`config.mk`:
```
export PLATFORM = sky130hd
export DESIGN_NAME = spi_cs_master_flat
export DESIGN_NICKNAME = d
export VERILOG_FILES = /design/src/rtl/spi_cs_master_if.sv /design/src/rtl/spi_cs_master.sv /design/src/flat_wrapper.sv
export SDC_FILE = /design/constraint.sdc
export NUM_CORES = 1
export LEC_CHECK = 0
export CAP_MARGIN = 10
export CORE_AREA = 2 2 110 112
export CTS_CLUSTER_DIAMETER = 100
export DETAILED_ROUTE_END_ITERATION = 10
export DIE_AREA = 0 0 112 114
export MAX_ROUTING_LAYER = met4
export PLACE_DENSITY = 0.76
export RECOVER_POWER = 25
export SYNTH_ARGS = -nofsm -noshare
export SYNTH_HDL_FRONTEND = slang
export SYNTH_SLANG_ARGS = --single-unit
```
`constraint.sdc`:
```
create_clock -name clk -period 2.25 [get_ports clk]
set_input_delay 0.45 -clock clk [delete_from_list [all_inputs] [get_ports clk]]
set_output_delay 0.45 -clock clk [all_outputs]
set_load 0.05 [all_outputs]
```
`src/rtl/spi_cs_master_if.sv`:
```
// Register-side request/completion bundle for spi_cs_master.
// The requester (register block) uses the master modport; the SPI engine uses the slave modport.
interface spi_cs_master_if #(
  parameter int P_N_CS       = 2,
  parameter int P_DATA_WIDTH = 24,
  parameter int P_DIV_WIDTH  = 16
);
  localparam int SEL_W = (P_N_CS > 1) ? $clog2(P_N_CS) : 1;
  localparam int NB_W  = $clog2(P_DATA_WIDTH + 1);

  logic                    req;
  logic [SEL_W-1:0]        sel;
  logic [NB_W-1:0]         nbits;
  logic                    cpol;
  logic                    cpha;
  logic [P_DIV_WIDTH-1:0]  half_period;
  logic [P_DATA_WIDTH-1:0] wr_data;
  logic [P_DATA_WIDTH-1:0] rd_data;
  logic                    busy;
  logic                    done;
  logic                    err;

  modport master (
    output req, sel, nbits, cpol, cpha, half_period, wr_data,
    input  rd_data, busy, done, err
  );

  modport slave (
    input  req, sel, nbits, cpol, cpha, half_period, wr_data,
    output rd_data, busy, done, err
  );
endinterface

```
`src/rtl/spi_cs_master.sv`:
```
// spi_cs_master: one-transaction-at-a-time SPI master with P_N_CS chip selects,
// per-transaction bit count, CPOL/CPHA and SCLK half-period.
// Frame: SETUP (H) -> SHIFT (2*nbits half-periods of H) -> HOLD (H) -> GAP (H) -> done pulse.
// Optional receive path guarded by SPI_CS_MASTER_READBACK_EN; without it rd_data is 0 and miso is ignored.
module spi_cs_master #(
  parameter int P_N_CS       = 2,
  parameter int P_DATA_WIDTH = 24,
  parameter int P_DIV_WIDTH  = 16
) (
  input  logic              clk,
  input  logic              rst,
  spi_cs_master_if.slave    ctrl,
  output logic [P_N_CS-1:0] cs_n,
  output logic              sclk,
  output logic              mosi,
  input  logic              miso
);
  localparam int SEL_W = (P_N_CS > 1) ? $clog2(P_N_CS) : 1;
  localparam int NB_W  = $clog2(P_DATA_WIDTH + 1);
  localparam int DW    = P_DATA_WIDTH;

  typedef enum logic [2:0] {IDLE, SETUP, SHIFT, HOLD, GAP} state_t;

  state_t                 state, state_nxt;
  logic [SEL_W-1:0]       sel_q;
  logic [NB_W-1:0]        nb_q;
  logic                   cpol_q, cpha_q;
  logic [P_DIV_WIDTH-1:0] hm1_q, cnt;
  logic [NB_W:0]          edge_cnt, last_edge;
  logic [DW-1:0]          tx_sh, tx_aligned;
  logic                   done_q, err_q, busy_c;
  logic                   args_ok, accept, reject;
  logic                   phase_end, edge_odd, edge_last, shift_edge;

  // A request is only looked at in IDLE and not in the done cycle, so a held req starts the next frame one cycle later.
  assign args_ok    = (32'(ctrl.sel) < 32'(P_N_CS)) && (ctrl.nbits != '0) &&
                      (32'(ctrl.nbits) <= 32'(P_DATA_WIDTH));
  assign accept     = (state == IDLE) && ctrl.req && !done_q && args_ok;
  assign reject     = (state == IDLE) && ctrl.req && !done_q && !args_ok;
  assign tx_aligned = ctrl.wr_data << (P_DATA_WIDTH - int'(ctrl.nbits));
  assign phase_end  = (cnt == hm1_q);
  assign last_edge  = {nb_q, 1'b0} - (NB_W+1)'(1);
  assign edge_last  = (edge_cnt == last_edge);
  assign edge_odd   = ~edge_cnt[0];
  assign shift_edge = (state == SHIFT) && phase_end;

  // State register.
  always_ff @(posedge clk or posedge rst) begin
    if (rst) state <= IDLE;
    else     state <= state_nxt;
  end

  // Next-state logic: every non-idle phase lasts whole multiples of H cycles.
  always_comb begin
    state_nxt = state;
    case (state)
      IDLE:    if (accept) state_nxt = SETUP;
      SETUP:   if (phase_end) state_nxt = SHIFT;
      SHIFT:   if (phase_end && edge_last) state_nxt = HOLD;
      HOLD:    if (phase_end) state_nxt = GAP;
      GAP:     if (phase_end) state_nxt = IDLE;
      default: state_nxt = IDLE;
    endcase
  end

  // State-decoded outputs: exactly one chip select low from SETUP through HOLD.
  always_comb begin
    cs_n   = '1;
    busy_c = (state != IDLE);
    if (state == SETUP || state == SHIFT || state == HOLD)
      cs_n = ~(P_N_CS'(1) << sel_q);
  end

  assign ctrl.busy = busy_c;
  assign ctrl.done = done_q;
  assign ctrl.err  = err_q;

  // Argument latch, half-period timer, SCLK generation and transmit shifter.
  always_ff @(posedge clk or posedge rst) begin
    if (rst) begin
      cnt      <= '0;
      sel_q    <= '0;
      nb_q     <= '0;
      cpol_q   <= 1'b0;
      cpha_q   <= 1'b0;
      hm1_q    <= '0;
      edge_cnt <= '0;
      tx_sh    <= '0;
      sclk     <= 1'b0;
      mosi     <= 1'b0;
    end else begin
      if (state == IDLE || phase_end) cnt <= '0;
      else                            cnt <= cnt + P_DIV_WIDTH'(1);

      if (accept) begin
        sel_q    <= ctrl.sel;
        nb_q     <= ctrl.nbits;
        cpol_q   <= ctrl.cpol;
        cpha_q   <= ctrl.cpha;
        hm1_q    <= (ctrl.half_period == '0) ? '0 : ctrl.half_period - P_DIV_WIDTH'(1);
        edge_cnt <= '0;
        sclk     <= ctrl.cpol;
        if (ctrl.cpha) begin
          tx_sh <= tx_aligned;
          mosi  <= 1'b0;
        end else begin
          tx_sh <= tx_aligned << 1;
          mosi  <= tx_aligned[DW-1];
        end
      end else if (shift_edge) begin
        sclk     <= ~sclk;
        edge_cnt <= edge_cnt + (NB_W+1)'(1);
        if (edge_last) begin
          mosi <= 1'b0;
        end else if (edge_odd == cpha_q) begin
          mosi  <= tx_sh[DW-1];
          tx_sh <= tx_sh << 1;
        end
      end
    end
  end

  // Completion and rejection pulses.
  always_ff @(posedge clk or posedge rst) begin
    if (rst) begin
      done_q <= 1'b0;
      err_q  <= 1'b0;
    end else begin
      done_q <= (state == GAP) && phase_end;
      err_q  <= reject;
    end
  end

`ifdef SPI_CS_MASTER_READBACK_EN
  logic [DW-1:0] rx_sh, rd_q;

  // Receive shifter samples miso just before each sampling edge becomes visible; result published at done.
  always_ff @(posedge clk or posedge rst) begin
    if (rst) begin
      rx_sh <= '0;
      rd_q  <= '0;
    end else begin
      if (accept)
        rx_sh <= '0;
      else if (shift_edge && (edge_odd != cpha_q))
        rx_sh <= (rx_sh << 1) | DW'(miso);
      if ((state == GAP) && phase_end)
        rd_q <= rx_sh;
    end
  end

  assign ctrl.rd_data = rd_q;
`else
  logic unused_miso;
  assign unused_miso  = miso;
  assign ctrl.rd_data = '0;
`endif
endmodule
```
`src/flat_wrapper.sv`:
```
// flat-port wrapper written by rule: the top's interface ports become plain ports
module spi_cs_master_flat 
#(
  parameter int P_N_CS       = 2,
  parameter int P_DATA_WIDTH = 24,
  parameter int P_DIV_WIDTH  = 16
)
  (clk, rst, cs_n, sclk, mosi, miso, ctrl_req, ctrl_sel, ctrl_nbits, ctrl_cpol, ctrl_cpha, ctrl_half_period, ctrl_wr_data, ctrl_rd_data, ctrl_busy, ctrl_done, ctrl_err);
  spi_cs_master_if #(.P_N_CS(P_N_CS), .P_DATA_WIDTH(P_DATA_WIDTH), .P_DIV_WIDTH(P_DIV_WIDTH)) ctrl_i ();
  input  logic clk;
  input  logic rst;
  output logic [P_N_CS-1:0] cs_n;
  output logic sclk;
  output logic mosi;
  input  logic miso;
  input wire logic [$bits(ctrl_i.req)-1:0] ctrl_req;
  input wire logic [$bits(ctrl_i.sel)-1:0] ctrl_sel;
  input wire logic [$bits(ctrl_i.nbits)-1:0] ctrl_nbits;
  input wire logic [$bits(ctrl_i.cpol)-1:0] ctrl_cpol;
  input wire logic [$bits(ctrl_i.cpha)-1:0] ctrl_cpha;
  input wire logic [$bits(ctrl_i.half_period)-1:0] ctrl_half_period;
  input wire logic [$bits(ctrl_i.wr_data)-1:0] ctrl_wr_data;
  output wire logic [$bits(ctrl_i.rd_data)-1:0] ctrl_rd_data;
  output wire logic [$bits(ctrl_i.busy)-1:0] ctrl_busy;
  output wire logic [$bits(ctrl_i.done)-1:0] ctrl_done;
  output wire logic [$bits(ctrl_i.err)-1:0] ctrl_err;
  assign ctrl_i.req = ctrl_req;
  assign ctrl_i.sel = ctrl_sel;
  assign ctrl_i.nbits = ctrl_nbits;
  assign ctrl_i.cpol = ctrl_cpol;
  assign ctrl_i.cpha = ctrl_cpha;
  assign ctrl_i.half_period = ctrl_half_period;
  assign ctrl_i.wr_data = ctrl_wr_data;
  assign ctrl_rd_data = ctrl_i.rd_data;
  assign ctrl_busy = ctrl_i.busy;
  assign ctrl_done = ctrl_i.done;
  assign ctrl_err = ctrl_i.err;
  spi_cs_master #(.P_N_CS(P_N_CS), .P_DATA_WIDTH(P_DATA_WIDTH), .P_DIV_WIDTH(P_DIV_WIDTH)) u_core (.clk(clk), .rst(rst), .ctrl(ctrl_i), .cs_n(cs_n), .sclk(sclk), .mosi(mosi), .miso(miso));
endmodule
```
==> results.py <==
metrics = {
    "synth": {
        "postSynthRegisterBits": 76,
        "synthDistinctLibCells": 73,
        "netlist_instances": 623,
        "portion_of_the_post_synthesis_area_used_by_sequential_elements_pct": 33.4,
        "syn_avg_cell_area_um2": 9.14,
        "yosysTopAreaCell": "sky130_fd_sc_hd__dfrtp_1",
        "synth_warn": 0,
        "synth.top_cell.area_share_pct": 33.4,
        "ys_async_sr_fraction_pct": 100,
        "postSynth.topFlopCell": "sky130_fd_sc_hd__dfrtp_1",
        "synth.top_cells.by_area": "sky130_fd_sc_hd__dfrtp_1 (33%), sky130_fd_sc_hd__mux2i_1 (6.5%), sky130_fd_sc_hd__xor2_1 (5.5%), sky130_fd_sc_hd__mux2_2 (4.2%), sky130_fd_sc_hd__nand2_1 (3.9%)",
        "synth_area_um2": 5700,
        "synth-edff-count": 0,
    },
    "detailed_routing": {
        "drt_wl_total_um": 19400,
        "via_count": 5843,
        "postRouteAntennaNets": 0,
        "wl_per_cell_um": 19.6,
        "post_drt_via_cell_ratio": 5.91,
        "drt_iter0_drc": 403,
        "detailedRoute.firstPassIterationCount": 5,
        "remaining_drc_errors": 0,
    },
    "cts": {
        "h-tree-depth": 3,
        "cts.root.buffer_cell": "sky130_fd_sc_hd__clkbuf_16",
        "cts_num_sinks": 76,
        "worst_skew_pair.late_latency_ns": 0.34,
        "clk_pin_slew_worst_paths_ns": 0.06,
        "postCtsHoldBufs": 0,
        "cts_made_buffers": 9,
        "max-clock-path-buffers": 2,
        "cts_tree": "yes",
    },
    "worst_hold_path": {
        "hold_path.class": "register to register",
        "holdCritStartpoint": "u_core.cpha_q$_DFFE_PP0P_",
    },
    "timing": {
        "final_setup_violation_count": 24,
        "rsz0062_at_grt": "true",
        "period_share_pct": 110,
        "skew_ns": 0.00925,
        "finalHoldViolCount": 0,
        "tightest_slew_ns": 0.755,
        "post-route-min-period_ns": 2.48,
        "final-max-slew-violation-count": 0,
        "peak_clock_frequency_supported_by_timing_ghz": 0.404,
        "maxSlewHeadroom_pct": 49.4,
        "fin_ws_ns": -0.225,
    },
    "power": {
        "power.net_switching_w": 0.00285,
        "power.sequential.fraction_pct": 31.7,
        "power.density_cell_area_nw_per_um2": 823,
        "combinationalPowerShare_pct": 48.4,
        "power.switching_fraction_pct": 40.3,
        "leakage_nw": 3.86,
        "max_vdd_drop_v": 0.000824,
        "power.internal_w": 0.00423,
        "power_frac_clock_pct": 19.9,
    },
    "floorplanning": {
        "placementRows": 40,
        "design.die.area_um2": 12800,
        "design.portCount": 83,
        "initial_utilization_pct": 48.6,
        "floorplan.core_area_um2": 11700,
        "chipHeight_um": 114,
        "die_width_um": 112,
    },
    "grt": {
        "first_global_vias": 5808,
        "grt_usage_pct": 29.5,
        "global_route.overflow_total": 0,
        "antenna_violations_before_repair": 0,
        "global_route_wire_length_before_repair_um": 29200,
        "grt_max_degree": 42,
    },
    "place": {
        "dp_slack_ns": -1.04,
        "port_buffers": 57,
        "post-dp-hpwl_um": 12700,
        "gpl.final_weighted_congestion": 0.913,
    },
    "cells_and_area": {
        "antenna-diode-count": 0,
        "layout.nets": 894,
        "area_growth_syn_to_layout_pct": 51.0,
        "layout-drive-gt1-share_pct": 37.9,
        "layout.core_utilization_pct": 73.5,
    },
    "critical_path": {
        "crit_fanout": 6,
        "critPathLaunchType": "primary input",
        "worst_ep_required_time_ns": 2.47,
        "cp_data_arrival_time_ns": 2.70,
        "critPathLaunch": "ctrl_nbits[0]",
        "worst_setup_path_end_kind": "register",
        "timing_worst_setup_path_type": "primary input to register",
        "reg_to_reg_critical_path_startpoint": "u_core.cnt[6]$_DFF_PP0_",
    },
    "status": {
        "run_status": "complete, but fails checks",
        "violations": "setup timing",
    },
    "flow_run": {
        "maxCapViolations": 0,
    },
}
==> repair_timing <==
item / CTS / global route
pin swaps: 21 / 27
setup endpoints to repair: 48 / 39
gates resized for setup: 78 / 59
gates cloned: 2 / 1
setup buffers: 21 / 17
==> per-stage QoR <==
stage / total power (W) / TNS (ns) / cells / hold WS, ns / cell area [um2]
finish: 0.00708 / -2.46 / 989 / 0.504 / 8600
global route: 0.00743 / -3.70 / 989 / 0.536 / 8600
CTS: 0.00669 / -3.77 / 975 / 0.485 / 8270
detailed placement: 0.00503 / -32.89 / 937 / 0.494 / 7460
global placement: 0.00489 / -30.01 / 937 / 0.478 / 7460
floorplan: 0.00400 / -4.38 / 646 / 0.458 / 5920
==> synth_stat cells, types with 5 or more instances <==
cell                        count
sky130_fd_sc_hd__xnor2_1       18
sky130_fd_sc_hd__and2_1         8
sky130_fd_sc_hd__or3_1         12
sky130_fd_sc_hd__mux2_1        12
sky130_fd_sc_hd__a21oi_1       20
sky130_fd_sc_hd__nor2_1        54
sky130_fd_sc_hd__clkbuf_1       9
sky130_fd_sc_hd__o2bb2ai_1      7
sky130_fd_sc_hd__nand2_1       59
sky130_fd_sc_hd__o22ai_1       12
sky130_fd_sc_hd__nand2b_1       7
sky130_fd_sc_hd__buf_4         28
sky130_fd_sc_hd__mux2_2        21
sky130_fd_sc_hd__nor4_1         7
sky130_fd_sc_hd__o31ai_1        5
sky130_fd_sc_hd__dfrtp_1       76
sky130_fd_sc_hd__mux2i_1       37
sky130_fd_sc_hd__ha_1           5
sky130_fd_sc_hd__and3_1         5
sky130_fd_sc_hd__nand3_1       16
sky130_fd_sc_hd__buf_2         16
sky130_fd_sc_hd__xor2_1        36
sky130_fd_sc_hd__nor3_1         9
sky130_fd_sc_hd__inv_1         17
sky130_fd_sc_hd__o21ai_0       31
sky130_fd_sc_hd__nand4_1        6
==> area by class of cell <==
cell class | count | area, um2
Clock inverter | 5 | 36.3
Sequential cell | 76 | 1900
Tap cell | 147 | 184
Clock buffer | 11 | 243
Inverter | 17 | 80.1
Fill cell | 801 | 3110
Multi-Input combinational cell | 496 | 4050
Timing Repair Buffer | 237 | 2110
==> sequential cells by signal, indices dropped and copies added (netlist names) <==
name / count
u_core.cnt: 16
u_core.cpha_q: 1
u_core.ctrl.done: 1
u_core.ctrl.err: 1
u_core.edge_cnt: 6
u_core.hm1_q: 16
u_core.mosi: 1
u_core.nb_q: 5
u_core.sclk: 1
u_core.sel_q: 1
u_core.state: 3
u_core.tx_sh: 24
==> per-layer routing <==
| layer | share of wire [%] | global-route usage [%] |
|---|---|---|
| met1 | 38 | 33.1 |
| met2 | 51 | 52.2 |
| met3 | 5.1 | 4.30 |
| met4 | 5.5 | 13.6 |
| met5 | 0 | - |
==> worst max-delay path: stages <==
cell                      delay, ns
sky130_fd_sc_hd__buf_12        0.09
sky130_fd_sc_hd__inv_12        0.03
sky130_fd_sc_hd__ha_4          0.32
sky130_fd_sc_hd__buf_4         0.15
sky130_fd_sc_hd__buf_6         0.12
sky130_fd_sc_hd__mux2_4        0.35
sky130_fd_sc_hd__mux2i_4       0.26
sky130_fd_sc_hd__o22ai_4       0.12
sky130_fd_sc_hd__mux4_2        0.49
sky130_fd_sc_hd__a221o_1       0.32
==> power groups by stage <==
| stage | clock, W | sequential [W] | combinational [W] |
|---|---|---|---|
| after floorplan | 0 | 0.00221 | 0.00179 |
| after global placement | 0 | 0.00220 | 0.00270 |
| after detailed placement | 0 | 0.00223 | 0.00280 |
| after CTS | 0.00139 | 0.00221 | 0.00309 |
| after global routing | 0.00145 | 0.00229 | 0.00368 |
| final | 0.00141 | 0.00224 | 0.00343 |
==> cell families (layout without fill, tap and decap cells) <==
group           Yosys count  count (layout)  synth area share (%)
simple gates            201             201                  17.3
compound gates          134             134                  16.8
mux                      78              78                  15.7
flops                    76              76                  33.4
buf+inv                  74             270                  7.47
xor+xnor                 54              54                  8.30
fa+ha+maj                 5               5                  1.10
other cells               1              24                0.0658
==> path summary, 6_finish.rpt <==
path | end | slack [ns] | cells past startpoint
worst max register to register | u_core.tx_sh[21]$_DFFE_PP0P_ | -0.20 | 8
worst max-delay path | u_core.tx_sh[14]$_DFFE_PP0P_ | -0.23 | 10
max in group asynchronous | u_core.tx_sh[15]$_DFFE_PP0P_ | 0.55 | 3
min in group asynchronous | u_core.edge_cnt[4]$_DFFE_PP0P_ | 0.65 | 2
worst min-delay path | u_core.cpha_q$_DFFE_PP0P_ | 0.50 | 2
worst min register to register | u_core.cpha_q$_DFFE_PP0P_ | 0.50 | 2
==> cells in the final DEF (no fill, tap or decap), types with 4 or more instances in the layout <==
master / netlist / layout
sky130_fd_sc_hd__o22ai_2: 0 / 5
sky130_fd_sc_hd__buf_4: 28 / 155
sky130_fd_sc_hd__nor3_1: 9 / 9
sky130_fd_sc_hd__dfrtp_1: 76 / 76
sky130_fd_sc_hd__o22ai_1: 12 / 5
sky130_fd_sc_hd__clkdlybuf4s50_1: 0 / 48
sky130_fd_sc_hd__mux2i_1: 37 / 27
sky130_fd_sc_hd__nand2_1: 59 / 57
sky130_fd_sc_hd__a21oi_2: 1 / 6
sky130_fd_sc_hd__nand2b_1: 7 / 7
sky130_fd_sc_hd__nand4_1: 6 / 6
sky130_fd_sc_hd__a31oi_1: 4 / 4
sky130_fd_sc_hd__buf_6: 3 / 19
sky130_fd_sc_hd__xor2_1: 36 / 35
sky130_fd_sc_hd__o2bb2ai_2: 0 / 4
sky130_fd_sc_hd__mux2_4: 4 / 29
sky130_fd_sc_hd__and2_1: 8 / 7
sky130_fd_sc_hd__nand3_1: 16 / 16
sky130_fd_sc_hd__o21ai_0: 31 / 26
sky130_fd_sc_hd__a21oi_1: 20 / 13
sky130_fd_sc_hd__xnor2_1: 18 / 16
sky130_fd_sc_hd__inv_1: 17 / 14
sky130_fd_sc_hd__conb_1: 1 / 24
sky130_fd_sc_hd__or3_1: 12 / 11
sky130_fd_sc_hd__clkbuf_16: 0 / 9
sky130_fd_sc_hd__nor2_1: 54 / 54
sky130_fd_sc_hd__a221o_1: 4 / 4
sky130_fd_sc_hd__and3_1: 5 / 5
sky130_fd_sc_hd__mux2_2: 21 / 8
sky130_fd_sc_hd__o31ai_1: 5 / 4
sky130_fd_sc_hd__mux4_2: 4 / 4
sky130_fd_sc_hd__o21ai_1: 4 / 8
sky130_fd_sc_hd__buf_12: 0 / 6
sky130_fd_sc_hd__nor4_2: 1 / 6
sky130_fd_sc_hd__mux2i_4: 0 / 8
(Power assumes the default switching activity.)
